### config.mk
export PLATFORM = sky130hd
export DESIGN_NAME = synd_cal_odd_seq
export DESIGN_NICKNAME = d
export VERILOG_FILES = /design/src/rtl/gf_bch_pkg.sv /design/src/rtl/synd_acc_lane.sv /design/src/rtl/synd_cal_odd_seq.sv
export SDC_FILE = /design/constraint.sdc
export NUM_CORES = 1
export LEC_CHECK = 0
export CELL_PAD_IN_SITES_DETAIL_PLACEMENT = 0
export CELL_PAD_IN_SITES_GLOBAL_PLACEMENT = 1
export CORE_MARGIN = 2
export CORE_UTILIZATION = 35
export CTS_BUF_LIST = sky130_fd_sc_hd__clkbuf_4 sky130_fd_sc_hd__clkbuf_8
export CTS_CLUSTER_DIAMETER = 60
export DETAILED_ROUTE_END_ITERATION = 8
export PLACE_DENSITY = 0.72
export SLEW_MARGIN = 30
export SYNTH_ARGS = -nofsm -noshare
export SYNTH_HDL_FRONTEND = slang
export SYNTH_SLANG_ARGS = --single-unit
### constraint.sdc
create_clock -name clk -period 3 [get_ports clk]
set_clock_uncertainty 0.2 [all_clocks]
set_input_delay 0.45 -clock clk [delete_from_list [all_inputs] [get_ports clk]]
set_output_delay 0.45 -clock clk [all_outputs]
set_load 0.01 [all_outputs]
### src/rtl/gf_bch_pkg.sv
// GF(2^M) helpers for the BCH syndrome path. Every function here is evaluated at
// elaboration to build constant XOR networks.
package gf_bch_pkg;
   localparam int M_MAX   = 16;
   localparam int DEF_N   = 1023;
   localparam int DEF_P   = 1;
   localparam int N_BEATS = DEF_N / DEF_P;
   localparam int CNT_W   = $clog2(N_BEATS + 1);

   typedef logic [M_MAX-1:0] gf_t;
   typedef gf_t [M_MAX-1:0]  gf_mat_t;
   typedef enum logic {ST_IDLE = 1'b0, ST_ACCUM = 1'b1} synd_state_e;

   // Primitive polynomial without the x^m term.
   function automatic gf_t gf_prim_poly(input int m);
      case (m)
         3, 4, 6, 7, 15: return gf_t'(16'h0003);
         5, 11:          return gf_t'(16'h0005);
         8:              return gf_t'(16'h001D);
         9:              return gf_t'(16'h0011);
         12:             return gf_t'(16'h0053);
         13:             return gf_t'(16'h001B);
         14:             return gf_t'(16'h0443);
         16:             return gf_t'(16'h100B);
         default:        return gf_t'(16'h0009);
      endcase
   endfunction

   function automatic gf_t gf_xtime(input gf_t a, input int m);
      gf_t mask;
      gf_t r;
      mask = (gf_t'(1) << m) - gf_t'(1);
      r    = (a << 1) & mask;
      if (a[m-1]) r = r ^ gf_prim_poly(m);
      return r;
   endfunction

   function automatic gf_t gf_mult(input gf_t a, input gf_t b, input int m);
      gf_t p;
      p = '0;
      for (int i = M_MAX - 1; i >= 0; i--) begin
         if (i < m) begin
            p = gf_xtime(p, m);
            if (b[i]) p = p ^ a;
         end
      end
      return p;
   endfunction

   function automatic gf_t gf_pow(input int e, input int m);
      gf_t r;
      gf_t base;
      r    = gf_t'(1);
      base = gf_t'(2);
      for (int i = 0; i < 31; i++) begin
         if (((e >> i) & 1) != 0) r = gf_mult(r, base, m);
         base = gf_mult(base, base, m);
      end
      return r;
   endfunction

   // Column i is c * alpha^i, so c*x is the XOR of the columns selected by x.
   function automatic gf_mat_t gf_const_matrix(input gf_t c, input int m);
      gf_mat_t mat;
      for (int i = 0; i < M_MAX; i++)
         mat[i] = (i < m) ? gf_mult(c, gf_pow(i, m), m) : '0;
      return mat;
   endfunction
endpackage

### src/rtl/synd_acc_lane.sv
// One odd-syndrome Horner accumulator: acc <- acc*alpha^(J*P) + sum data[k]*alpha^(J*k).
module synd_acc_lane
   import gf_bch_pkg::*;
#(
   parameter int M = 10,
   parameter int P = 1,
   parameter int J = 1
) (
   input  logic         clk,
   input  logic         rst_n,
   input  logic         en,
   input  logic         first,
   input  logic [P-1:0] data,
   output logic [M-1:0] acc_d
);
   localparam gf_mat_t STEP_MAT = gf_const_matrix(gf_pow(J * P, M), M);

   logic [M-1:0]         acc_q;
   logic [P-1:0][M-1:0]  in_term;

   for (genvar k = 0; k < P; k++) begin : g_in
      localparam gf_t IN_POW = gf_pow(J * k, M);
      assign in_term[k] = data[k] ? IN_POW[M-1:0] : '0;
   end

   always_comb begin
      acc_d = '0;
      if (!first) begin
         for (int i = 0; i < M; i++)
            if (acc_q[i]) acc_d = acc_d ^ STEP_MAT[i][M-1:0];
      end
      for (int k = 0; k < P; k++)
         acc_d = acc_d ^ in_term[k];
   end

   always_ff @(posedge clk or negedge rst_n) begin
      if (!rst_n)  acc_q <= '0;
      else if (en) acc_q <= acc_d;
   end
endmodule

### src/rtl/synd_cal_odd_seq.sv
// Sequential odd-syndrome calculator S_1, S_3 .. S_(2T-1) for a BCH codeword over GF(2^M).
//   state    | meaning
//   ST_IDLE  | between codewords; only a first beat is accepted
//   ST_ACCUM | codeword in progress; every valid beat is accumulated
module synd_cal_odd_seq
   import gf_bch_pkg::*;
#(
   parameter int M = 10,
   parameter int T = 3,
   parameter int N = 1023,
   parameter int P = 1
) (
   input  logic           clk,
   input  logic           in_ctr_rstn,
   input  logic           in_valid,
   input  logic           in_first,
   input  logic           in_last,
   input  logic [P-1:0]   in_data,
   output logic           out_valid,
   output logic [T*M-1:0] out_synd,
   output logic           out_err,
   output logic           out_len_err,
   output logic           out_abort
);
   localparam int WORD_BEATS = N / P;
   localparam int CW         = $clog2(WORD_BEATS + 1);
   localparam logic [CW-1:0] WORD_BEATS_C = CW'(WORD_BEATS);

   synd_state_e    state_q, state_d;
   logic [CW-1:0]  cnt_q, cnt_d;
   logic [T*M-1:0] synd_q, synd_d, synd_nxt;
   logic           valid_q, valid_d, err_q, err_d;
   logic           len_err_q, len_err_d, abort_q, abort_d;
   logic           restart, acc_en, complete;

   for (genvar t = 0; t < T; t++) begin : g_lane
      synd_acc_lane #(.M(M), .P(P), .J(2 * t + 1)) u_lane (
         .clk   (clk),
         .rst_n (in_ctr_rstn),
         .en    (acc_en),
         .first (in_first),
         .data  (in_data),
         .acc_d (synd_nxt[t*M +: M])
      );
   end

   always_comb begin
      restart   = in_valid & in_first;
      acc_en    = in_valid & (in_first | (state_q == ST_ACCUM));
      complete  = acc_en & in_last;
      state_d   = state_q;
      cnt_d     = cnt_q;
      synd_d    = synd_q;
      err_d     = err_q;
      len_err_d = len_err_q;
      valid_d   = complete;
      abort_d   = restart & (state_q == ST_ACCUM);
      if (restart)                   cnt_d = CW'(1);
      else if (acc_en && cnt_q != '1) cnt_d = cnt_q + CW'(1);
      if (complete)     state_d = ST_IDLE;
      else if (restart) state_d = ST_ACCUM;
      // The lanes' next values already include the in_last beat.
      if (complete) begin
         synd_d    = synd_nxt;
         err_d     = |synd_nxt;
         len_err_d = (cnt_d != WORD_BEATS_C);
      end
   end

   always_ff @(posedge clk or negedge in_ctr_rstn) begin
      if (!in_ctr_rstn) begin
         state_q   <= ST_IDLE;
         cnt_q     <= '0;
         synd_q    <= '0;
         valid_q   <= 1'b0;
         err_q     <= 1'b0;
         len_err_q <= 1'b0;
         abort_q   <= 1'b0;
      end else begin
         state_q   <= state_d;
         cnt_q     <= cnt_d;
         synd_q    <= synd_d;
         valid_q   <= valid_d;
         err_q     <= err_d;
         len_err_q <= len_err_d;
         abort_q   <= abort_d;
      end
   end

   assign out_valid   = valid_q;
   assign out_synd    = synd_q;
   assign out_err     = err_q;
   assign out_len_err = len_err_q;
   assign out_abort   = abort_q;
endmodule

* Word level (Yosys, flattened, before mapping)
Index checks and enable logic that the tools add are counted.
** Operators by class
- Multiplexer cells :: 65
- Reductions and logical operators :: 3
- Add/subtract/negate cells :: 1
- Equal/unequal tests :: 2
- Bitwise operators :: 35
** Operators with widths (count)
- 2-to-1 mux 10 bit :: 35
- 2-to-1 mux 8 bit :: 4
- 2-to-1 mux 6 bit :: 5
- OR reduction 30 bit :: 1
- XOR 10 bit :: 3
- 2-to-1 mux 7 bit :: 4
- 2-to-1 mux 9 bit :: 3
- 2-to-1 mux 4 bit :: 5
- 2-to-1 mux 5 bit :: 4
- inequality test 10 bit, second input constant :: 2
- inverter 1 bit :: 18
- inverter 2 bit :: 9
- adder 10 x 1 -> 10 bit, second input constant :: 1
- AND 1 bit :: 4
- 2-to-1 mux 1 bit :: 3
- 2-to-1 mux 3 bit :: 1
- 2-to-1 mux 2 bit :: 1
- nonzero test 2 bit :: 1
- logical AND 1 bit :: 1
- OR 1 bit :: 1
** Storage, ports and cells
- Register bits :: 75
- Output and inout port bits :: 34

* Logic depth before layout (Yosys ltp)
Gate-level depths: netlist of the first run.
- Word-level depth :: 31
- Mapped depth :: 7

* Cells and area by module
A second synthesis of the first run with hierarchy kept.
** Unflattened totals
- Cells, all modules :: 274
- Area total of the unflattened synthesis :: 3423.3 um^2
** By module, submodules not included
- synd_cal_odd_seq :: instances 1, cells each 154, area an instance 1954.4 um^2
- synd_acc_lane (g_lane[2].u_lane) :: instances 1, cells each 42, area an instance 496.7 um^2
- synd_acc_lane (g_lane[1].u_lane) :: instances 1, cells each 40, area an instance 489.2 um^2
- synd_acc_lane (g_lane[0].u_lane) :: instances 1, cells each 38, area an instance 483.0 um^2

* Least setup slack after synthesis of the first run
No wires, ideal clock.
- Path kind :: flip-flop to flip-flop
- Start point :: reg cnt_q[0]
- End point :: reg len_err_q, in the netlist out_len_err
- Path slack :: 0.792 ns
- Cell stages (with the launch flop) :: 7
- Library setup time :: 0.126 ns
- Clock period less this slack :: 2.208 ns
- Arrival time :: 1.882 ns
- Path through :: dfrtp_1 ha_1 nand4_1 or4_4 a2111oi_4 nand3_1 o32a_1
** On the way
- Word-level cells in the longest chain between the ends :: 5
- Elaborated cells between the ends (all ways) :: 6
** RTL lines
- start, declared :: line synd_cal_odd_seq.sv:30 : logic [CW-1:0] cnt_q, cnt_d;
- start signal, assigned :: line synd_cal_odd_seq.sv:81 : cnt_q <= cnt_d;
- parallel branches: the longest is 2 deep, another holds adder 10 x 1 -> 10 bit
- 2-to-1 mux 10 bit (*) :: line synd_cal_odd_seq.sv:59 : else if (acc_en && cnt_q != '1) cnt_d = cnt_q + CW'(1);
- 2-to-1 mux 10 bit (*) :: line synd_cal_odd_seq.sv:58 : if (restart) cnt_d = CW'(1);
- inequality test 10 bit (*) :: line synd_cal_odd_seq.sv:66 : len_err_d = (cnt_d != WORD_BEATS_C);
- end signal, assigned :: line synd_cal_odd_seq.sv:85 : len_err_q <= len_err_d;
- end, declared :: line synd_cal_odd_seq.sv:33 : logic len_err_q, len_err_d, abort_q, abort_d;
Mark *: on every way between the ends.
A chain may end at the register's enable or synchronous reset.

* Worst setup path in the final report of the first run
Ends and elaborated chain as after synthesis.

==> results_dict.tcl, run 1 <==
set metrics [dict create \
    grt_overflow_total 0 \
    clock_sinks 75 \
    cp-startpoint "cnt_q[0]" \
    drt_first_pass_iters 4 \
    slew_violations 0 \
    diodes 0 \
    cp-endpoint "out_len_err" \
    status "finished, final reports clean" \
    worstSkewPairLatency_ns 0.34 \
    numPortBuffers 39 \
    core-area_mm2 0.00968 \
    dp.cells 506 \
    drt-vias-per-instance 5.20 \
    grt_max_degree 76 \
    reg2reg_from "cnt_q[0]" \
    syn_nets 355 \
    drtIter0Drc 141 \
    p_total_mw 2.52 \
    seq_area_frac_synth 0.543 \
    cts_buffers 9 \
    worstSetupPathType "reg -> reg" \
    synth_area_mm2 0.00345 \
    htree_levels 3 \
    cp_data_arrival_time_ns 2.44 \
    cts_tree "built" \
    post_cts_buffers 0 \
    synth_edf_count 0 \
    max_freq_mhz 414 \
    maxSlewHeadroom 0.535 \
    ir_worst_vdd_v 0.000188 \
    grt_pass1_vias 2617 \
    dp_slack_ns 0.345 \
    yosysWarnings 0 \
    reg2reg_depth 6 \
    ant_nets 0 \
    clk_pin_slew_ns 0.07 \
    wl_per_cell_um 15.3 \
    die_y_um 103 \
    post-route-min-period_ns 2.42 \
    r2r_end "out_len_err" \
    fin_tns_setup_ns 0 \
    clk_path_buf_depth 2 \
    fin_crit_sh 0.805 \
    power_density_mw_per_mm2 601 \
    top_level_ports 40 \
    fp.dieW_um 103 \
    async_flop_share 1.00 \
    static-leakage-power_nw 1.75 \
    layoutNonFillerInstCount 523 \
    hold_viol 0 \
    cp_max_fo 6 \
    tightest_slew_ns 0.698 \
    drc 0 \
    place_hpwl_mm 5.31 \
    floorplan.initialDensity 0.357 \
    whs_ns 0.261 \
    antenna_found_initial 0 \
    drv_cap 0 \
    hp-class "in -> reg" \
    drive_above_1_share 0.0846 \
    drt-total-wl_mm 8.01 \
    synth_cell_types 48 \
    setup_slack_ns 0.584 \
    ys_seq_elements 75 \
    rows 36 \
    worst_setup_path_start_kind "flip-flop" \
    die-area_mm2 0.0107 \
    rsz0062_at_grt "false" \
    r2r_slack_ns 0.58 \
    synthFlopType "dfrtp_1" \
    endpoint_kind "flip-flop" \
    avgSynthCellArea_um2 9.92 \
    area.growth.synth_to_final_pct 21.3 \
    gr-usage-all-layers 0.162 \
    syn_inst 348 \
    cp_data_required_time_ns 3.02 \
    root_buffer "clkbuf_8" \
    finalSetupViolCount 0 \
    vias 2717 \
    grt_pass1_wl_mm 13.3 \
    gp_congestion 0.890 \
    fillers 946 \
    final_nets 392 \
]
-- worst min-delay path by stage --
stage                      startpoint     endpoint  slack, ns  cells after the start
after floorplan           in_ctr_rstn     cnt_q[0]      -0.05                      0
after global placement    out_synd[0]  out_synd[0]       0.26                      2
after detailed placement  out_synd[1]  out_synd[1]       0.27                      2
after CTS                 in_ctr_rstn  out_synd[7]       0.10                      1
after global routing         in_first     cnt_q[0]       0.27                      3
final                        in_first     cnt_q[0]       0.26                      3
-- synthesized netlist by cell type, types with 4 or more instances --
cell type / n / area share
nor2_1: 12 / 0.013
nor4_1: 4 / 0.0072
a31oi_1: 5 / 0.0091
a2bb2oi_1: 20 / 0.051
o22ai_1: 21 / 0.038
nand2_1: 50 / 0.054
xnor2_1: 9 / 0.023
xor2_1: 7 / 0.018
nand2b_1: 8 / 0.014
dfrtp_1: 75 / 0.54
clkbuf_1: 20 / 0.022
o31ai_1: 15 / 0.033
nor3_1: 5 / 0.0072
o21ai_0: 26 / 0.038
inv_1: 24 / 0.026
-- flip-flops by register name, indices dropped and copies added, names as in the netlist --
| signal | cells |
|---|---|
| out_err | 1 |
| out_synd | 30 |
| g_lane.u_lane.acc_q | 30 |
| state_q | 1 |
| cnt_q | 10 |
| out_len_err | 1 |
| out_abort | 1 |
| out_valid | 1 |
-- cell usage in the layout (no fill, tap or decap), types with 2 or more instances in the layout --
cell	n
nand3_1	3
a31oi_1	5
nor4_1	4
o22ai_1	21
clkbuf_8	9
nor3_1	5
or4_1	2
dfrtp_1	75
xnor2_1	9
clkdlybuf4s50_1	37
xor2_1	7
nand2_1	49
o31ai_1	15
nand2b_1	8
a2bb2oi_1	20
nor2_1	12
clkinv_2	3
a22o_1	3
a21oi_1	2
inv_1	24
nand4_1	3
nor2b_1	3
and3_1	3
and2_1	2
buf_4	9
o21ai_0	26
clkinvlp_4	2
-- stage by stage --
stage | instance area [µm²] | util
5_1_grt | 4190 | 0.433
6_report | 4190 | 0.433
3_5_place_dp | 3980 | 0.411
4_1_cts | 4180 | 0.431
3_3_place_gp | 3980 | 0.411
2_1_floorplan | 3450 | -
-- kinds of logic (layout without fill, tap and decap cells) --
group           count (synthesis)  count (layout)  share of synthesized area
simple gates                  103             103                      0.144
compound gates                105             105                      0.215
xor+xnor                       16              16                     0.0406
buf+inv                        48              90                     0.0529
fa+ha+maj                       1               1                    0.00362
flops                          75              75                      0.543
-- layer usage --
metal	up-vias	GRT usage	routed length, µm
met5	-	0	0
met4	0	0.0547	89
met3	10	0.0276	348
met2	72	0.247	3630
met1	1313	0.233	3940
li1	1322	-	-
-- power by group --
| group | switching [mW] | internal (mW) | total [mW] | leakage (nW) |
|---|---|---|---|---|
| clock | 0.385 | 0.381 | 0.766 | 0.0950 |
| combinational | 0.271 | 0.259 | 0.530 | 0.648 |
| sequential | 0.0977 | 1.12 | 1.22 | 1.01 |
| total | 0.753 | 1.76 | 2.52 | 1.75 |
-- cell type report --
| type | instances | area [µm²] | area share |
|---|---|---|---|
| multi-input cells | 225 | 1400 | 0.333 |
| clock buffers | 9 | 124 | 0.0296 |
| clock inverters | 7 | 68.8 | 0.0164 |
| repair buffers | 49 | 464 | 0.111 |
| flip-flops and latches | 75 | 1880 | 0.448 |
| inverters | 25 | 93.8 | 0.0224 |
| well taps | 133 | 166 | 0.0397 |
-- worst max-delay path, stage by stage, from the launching register on --
cell and delay (ns):
dfrtp_1 0.45, ha_1 0.26, nand4_1 0.16, or4_4 0.46
a2111oi_4 0.35, nand3_1 0.13, o32a_1 0.30
-- what timing repair did --
item,CTS,global route
endpoints found under the hold margin,0,55
gates resized for setup,0,0
hold buffers,0,1
setup endpoints to repair,0,0
Note: power is estimated with default switching activity, not from simulation.
==> run 2: changes to the inputs <==
clock period = 2.5 ns   (was 3 ns; I/O delays follow)
==> run 2 against run 1 <==
  * Global-route usage grew 0.32 points
  * Via count is essentially flat
  * Non-clock buffer count grew 7
  * Flip-flop and latch count is the same
  * Combinational power grew 25%
  * Critical path type unchanged
  * Wire length grew 0.52%
  * Largest power group unchanged
==> results_dict.tcl, run 2 (synthesized netlist as in run 1, its figures left out) <==
set metrics [dict create \
    clock_sinks 75 \
    multi_input_area_mm2 0.00140 \
    tightest_slew_ns 0.513 \
    netSwitchingPower_uw 910 \
    fin_crit_sh 0.938 \
    final_cell_mix "75 x dfrtp_1, 49 x nand2_1, 37 x clkdlybuf4s50_1" \
    area.growth.synth_to_final_pct 24.7 \
    core-area_mm2 0.00968 \
    diodes 0 \
    vias 2718 \
    final_cell_area_mm2 0.00431 \
    power.internal_mw 2.37 \
    cts_tree "built" \
    max_freq_mhz 426 \
    final_common_cell "dfrtp_1" \
    drv_cap 0 \
    status "finished, final reports clean" \
    power_density_mw_per_mm2 760 \
    cp_data_arrival_time_ns 2.39 \
    cp_data_required_time_ns 2.54 \
    worstSetupPathType "reg -> reg" \
    drt_first_pass_iters 4 \
    post-route-min-period_ns 2.34 \
    dp.cells 513 \
    rows 36 \
    grt_max_degree 54 \
    r2r_slack_ns 0.16 \
    setup_slack_ns 0.155 \
    floorplan.initialDensity 0.357 \
    numPortBuffers 39 \
    post_cts_buffers 0 \
    antenna_found_initial 0 \
    p_comb_frac 0.202 \
    endpoint_kind "flip-flop" \
    maxSlewHeadroom 0.654 \
    wl_per_cell_um 15.2 \
    worst_setup_path_start_kind "flip-flop" \
    final_nets 399 \
    p_seq_frac 0.444 \
    drive_above_1_share 0.101 \
    root_buffer "clkbuf_8" \
    worstSkewPairLatency_ns 0.35 \
    rsz0062_at_grt "false" \
    fin_tns_setup_ns 0 \
    top_level_ports 40 \
    place_hpwl_mm 5.44 \
    hold_viol 0 \
    drc 0 \
    die-area_mm2 0.0107 \
    static-leakage-power_nw 1.82 \
    grt_pass1_vias 2622 \
    drtIter0Drc 139 \
    finalSetupViolCount 0 \
    clk_path_buf_depth 2 \
    clkPwrFrac 0.354 \
    fillers 963 \
    dp_slack_ns 0.136 \
    postPlaceCellArea_mm2 0.00405 \
    gr-usage-all-layers 0.165 \
    swShare 0.278 \
    slew_violations 0 \
    die_y_um 103 \
    regArea_mm2 0.00188 \
    cts_buffers 9 \
    clk_pin_slew_ns 0.08 \
    ant_nets 0 \
    layoutNonFillerInstCount 530 \
    grt_overflow_total 0 \
    cp_max_fo 5 \
    gp_congestion 0.920 \
    drt-total-wl_mm 8.05 \
    htree_levels 3 \
    hp-class "in -> reg" \
    fp.dieW_um 103 \
    ir_worst_vdd_v 0.000354 \
    grt_pass1_wl_mm 13.5 \
    drt-vias-per-instance 5.13 \
]
## run 2: cell count changes in the layout (fill, tap and decap cells not counted), sizes merged
cell | previous run | this run
bufinv | 1 | 3
buf | 11 | 18
inv | 24 | 25
clkinvlp | 2 | 1
clkinv | 5 | 2
clkbuf | 9 | 10
## run 2: worst paths after layout
kind,start,to,cells past startpoint
setup / recovery,cnt_q[1],out_len_err,6
hold / removal,in_first,out_abort,2
setup reg to reg,cnt_q[1],out_len_err,6
hold reg to reg,out_synd[10],out_synd[10],2
max in group asynchronous,in_ctr_rstn,g_lane[0].u_lane.acc_q[0],3
min in group asynchronous,in_ctr_rstn,out_synd[12],2
## run 2: worst max-delay path: stages (launching register included)
cell and delay [ns]:
dfrtp_1 0.42, ha_1 0.27, nand4_1 0.13, or4_4 0.45
a2111oi_4 0.34, nand3_1 0.13, o32a_1 0.30
## run 2: final cells by class
type / count / area share
clock inverter: 6 / 0.0258
timing repair buffer: 56 / 0.122
clock buffer: 10 / 0.0319
sequential: 75 / 0.436
tap: 133 / 0.0386
multi-input combinational: 225 / 0.324
inverter: 25 / 0.0218
## run 2: power by group through the flow
stage	combinational (mW)	clock (mW)	sequential [mW]
final	0.662	1.16	1.46
after global routing	0.734	1.24	1.48
after CTS	0.668	1.19	1.46
after detailed placement	0.662	0	1.48
after global placement	0.655	0	1.48
after floorplan	0.334	0	1.50
## run 2: metrics by stage
step           hold WS [ns]  power (mW)  utilization
4_1_cts               0.167        3.32        0.445
3_3_place_gp          0.162        2.13        0.418
5_1_grt               0.164        3.45        0.445
3_5_place_dp          0.163        2.14        0.418
2_1_floorplan        -0.121        1.83            -
6_report              0.191        3.28        0.445
## run 2: routing by layer
layer	GRT usage	wire [µm]
met1	0.221	3840
met2	0.265	3770
met3	0.0470	327
met4	0.0405	117
met5	0	0
## run 2: timing repair
| action | 4_1_cts | 5_1_grt |
|---|---|---|
| hold buffers | 1 | 0 |
| hold endpoints to repair | 32 | 0 |
| gates resized for setup | 0 | 0 |
==> run 3: changes to the inputs <==
SLEW_MARGIN = default   (was 30)
clock period = 2.65 ns   (was 2.5 ns; I/O delays follow)
==> run 3 against run 2 <==
  * Utilization fell by 0.74 points
  * Register-to-register slack improved by 0.11 ns
  * Sequential share of layout area rose by 0.73 points
  * Sequential power shrank 5%
  * Die area is the same
  * Fmax is 1.5% lower
  * Cell count down 0.94%
  * Critical path depth stayed put
  * Wire length fell by 1.0%
  * First-iteration DRC count fell by 14%
  * Via count is 0.48% higher
  * Global-route usage grew 0.26 points
  * Highest routed layer unchanged
==> results_dict.tcl, run 3 (synthesized netlist as in run 1, its figures left out) <==
set metrics [dict create \
    cpPeakStageDelay_ns 0.45 \
    cp-endpoint "out_len_err" \
    hold_depth 2 \
    crit_cells 6 \
    ir_worst_vdd_v 0.000245 \
    rsz0062_at_grt "false" \
    static-leakage-power_nw 1.78 \
    rows 36 \
    critPathTopFamily "simple AND/OR/NAND/NOR gates" \
    hold_viol 0 \
    gr-usage-all-layers 0.167 \
    worstSkewPairLatency_ns 0.34 \
    max_freq_mhz 420 \
    hp-class "reg -> reg" \
    grt_overflow_total 0 \
    worstSetupPathType "reg -> reg" \
    final_common_cell "dfrtp_1" \
    maxSlewHeadroom 0.666 \
    cp_cell_sequence "ha_1 -> nand4_1 -> or4_4 -> a2111oi_4 -> nand3_1 -> o32a_1" \
    finalSetupViolCount 0 \
    fin_crit_sh 0.899 \
    cp_max_fo 6 \
    fp.dieW_um 103 \
    final_cell_area_mm2 0.00424 \
    clk_pin_slew_ns 0.08 \
    drt_first_pass_iters 5 \
    post_cts_resized 0 \
    root_buffer "clkbuf_8" \
    top_level_ports 40 \
    ant_nets 0 \
    cp_data_required_time_ns 2.68 \
    drive_above_1_share 0.0893 \
    fin_tns_setup_ns 0 \
    cp-startpoint "cnt_q[0]" \
    gp_congestion 0.884 \
    wl_per_cell_um 15.2 \
    p_total_mw 2.95 \
    slowest_stage "dfrtp_1" \
    cp_data_arrival_time_ns 2.41 \
    htree_levels 3 \
    grt_pass1_wl_mm 13.9 \
    core-area_mm2 0.00968 \
    final_util 0.437 \
    vias 2731 \
    power_density_mw_per_mm2 695 \
    die-area_mm2 0.0107 \
    clock_sinks 75 \
    r2r_slack_ns 0.27 \
    numPortBuffers 39 \
    grt_max_degree 40 \
    final_cell_mix "75 x dfrtp_1, 49 x nand2_1, 37 x clkdlybuf4s50_1" \
    grt_pass1_vias 2801 \
    cts_buffers 9 \
    drv_cap 0 \
    slew_violations 0 \
    drc 0 \
    cts_tree "built" \
    reg2reg_from "cnt_q[0]" \
    reg2reg_depth 6 \
    place_hpwl_mm 5.56 \
    diodes 0 \
    final_nets 394 \
    postPlaceCellArea_mm2 0.00401 \
    status "finished, final reports clean" \
    floorplan.initialDensity 0.357 \
    crit_buf_inv 0 \
    tightest_slew_ns 0.501 \
    clk_path_buf_depth 2 \
    area.growth.synth_to_final_pct 22.7 \
    drt-total-wl_mm 7.97 \
    drtIter0Drc 119 \
    endpoint_kind "flip-flop" \
    drt-vias-per-instance 5.20 \
    die_y_um 103 \
    whs_ns 0.281 \
    antenna_found_initial 0 \
    r2r_end "out_len_err" \
    post-route-min-period_ns 2.38 \
    worst_setup_path_start_kind "flip-flop" \
]
==> run 3: worst min-delay path, delay by kind of cell (launching register included) <==
kind / cells / cell delay, ns
AO/OA/AOI/OAI: 1 / 0.06
AND/OR/NAND/NOR: 1 / 0.04
flip-flops: 1 / 0.35
==> run 3: how the worst min path moves through the flow <==
stage                                end  slack [ns]    startpoint
3_5_place_dp                out_synd[12]        0.21   in_ctr_rstn
6_report                    out_synd[23]        0.28  out_synd[23]
4_1_cts        g_lane[0].u_lane.acc_q[8]        0.27      in_first
3_3_place_gp                out_synd[12]        0.21   in_ctr_rstn
5_1_grt                     out_synd[18]        0.31  out_synd[18]
2_1_floorplan                   cnt_q[0]        -0.1   in_ctr_rstn
==> run 3: power breakdown <==
part / switching [mW] / total (mW) / internal (mW) / leakage (nW)
registers: 0.109 / 1.38 / 1.27 / 1.01
logic: 0.307 / 0.602 / 0.295 / 0.662
clock network: 0.433 / 0.962 / 0.528 / 0.109
==> run 3: cell type report <==
class / count / area (µm²)
clock buffers: 9 / 124
clock inverters: 7 / 91.3
repair buffers: 51 / 488
multi-input cells: 225 / 1400
fillers: 969 / 5450
well taps: 133 / 166
inverters: 25 / 93.8
flip-flops and latches: 75 / 1880
==> run 3: per-layer routing <==
layer / vias up / GRT usage / share of wire
li1: 1313 / - / -
met1: 1336 / 0.232 / 0.46
met2: 74 / 0.265 / 0.47
met3: 8 / 0.0336 / 0.052
met4: 0 / 0.0547 / 0.0098
met5: - / 0 / 0
==> run 3: stage by stage <==
stage	worst slack, ns	cells
3_3_place_gp	0.148	508
3_5_place_dp	0.107	508
6_report	0.268	525
2_1_floorplan	0.442	348
4_1_cts	0.273	525
5_1_grt	0.144	525
==> run 3: what timing repair did <==
item	4_1_cts	5_1_grt
endpoints found under the hold margin	36	0
hold buffers	1	0
setup buffers	0	0
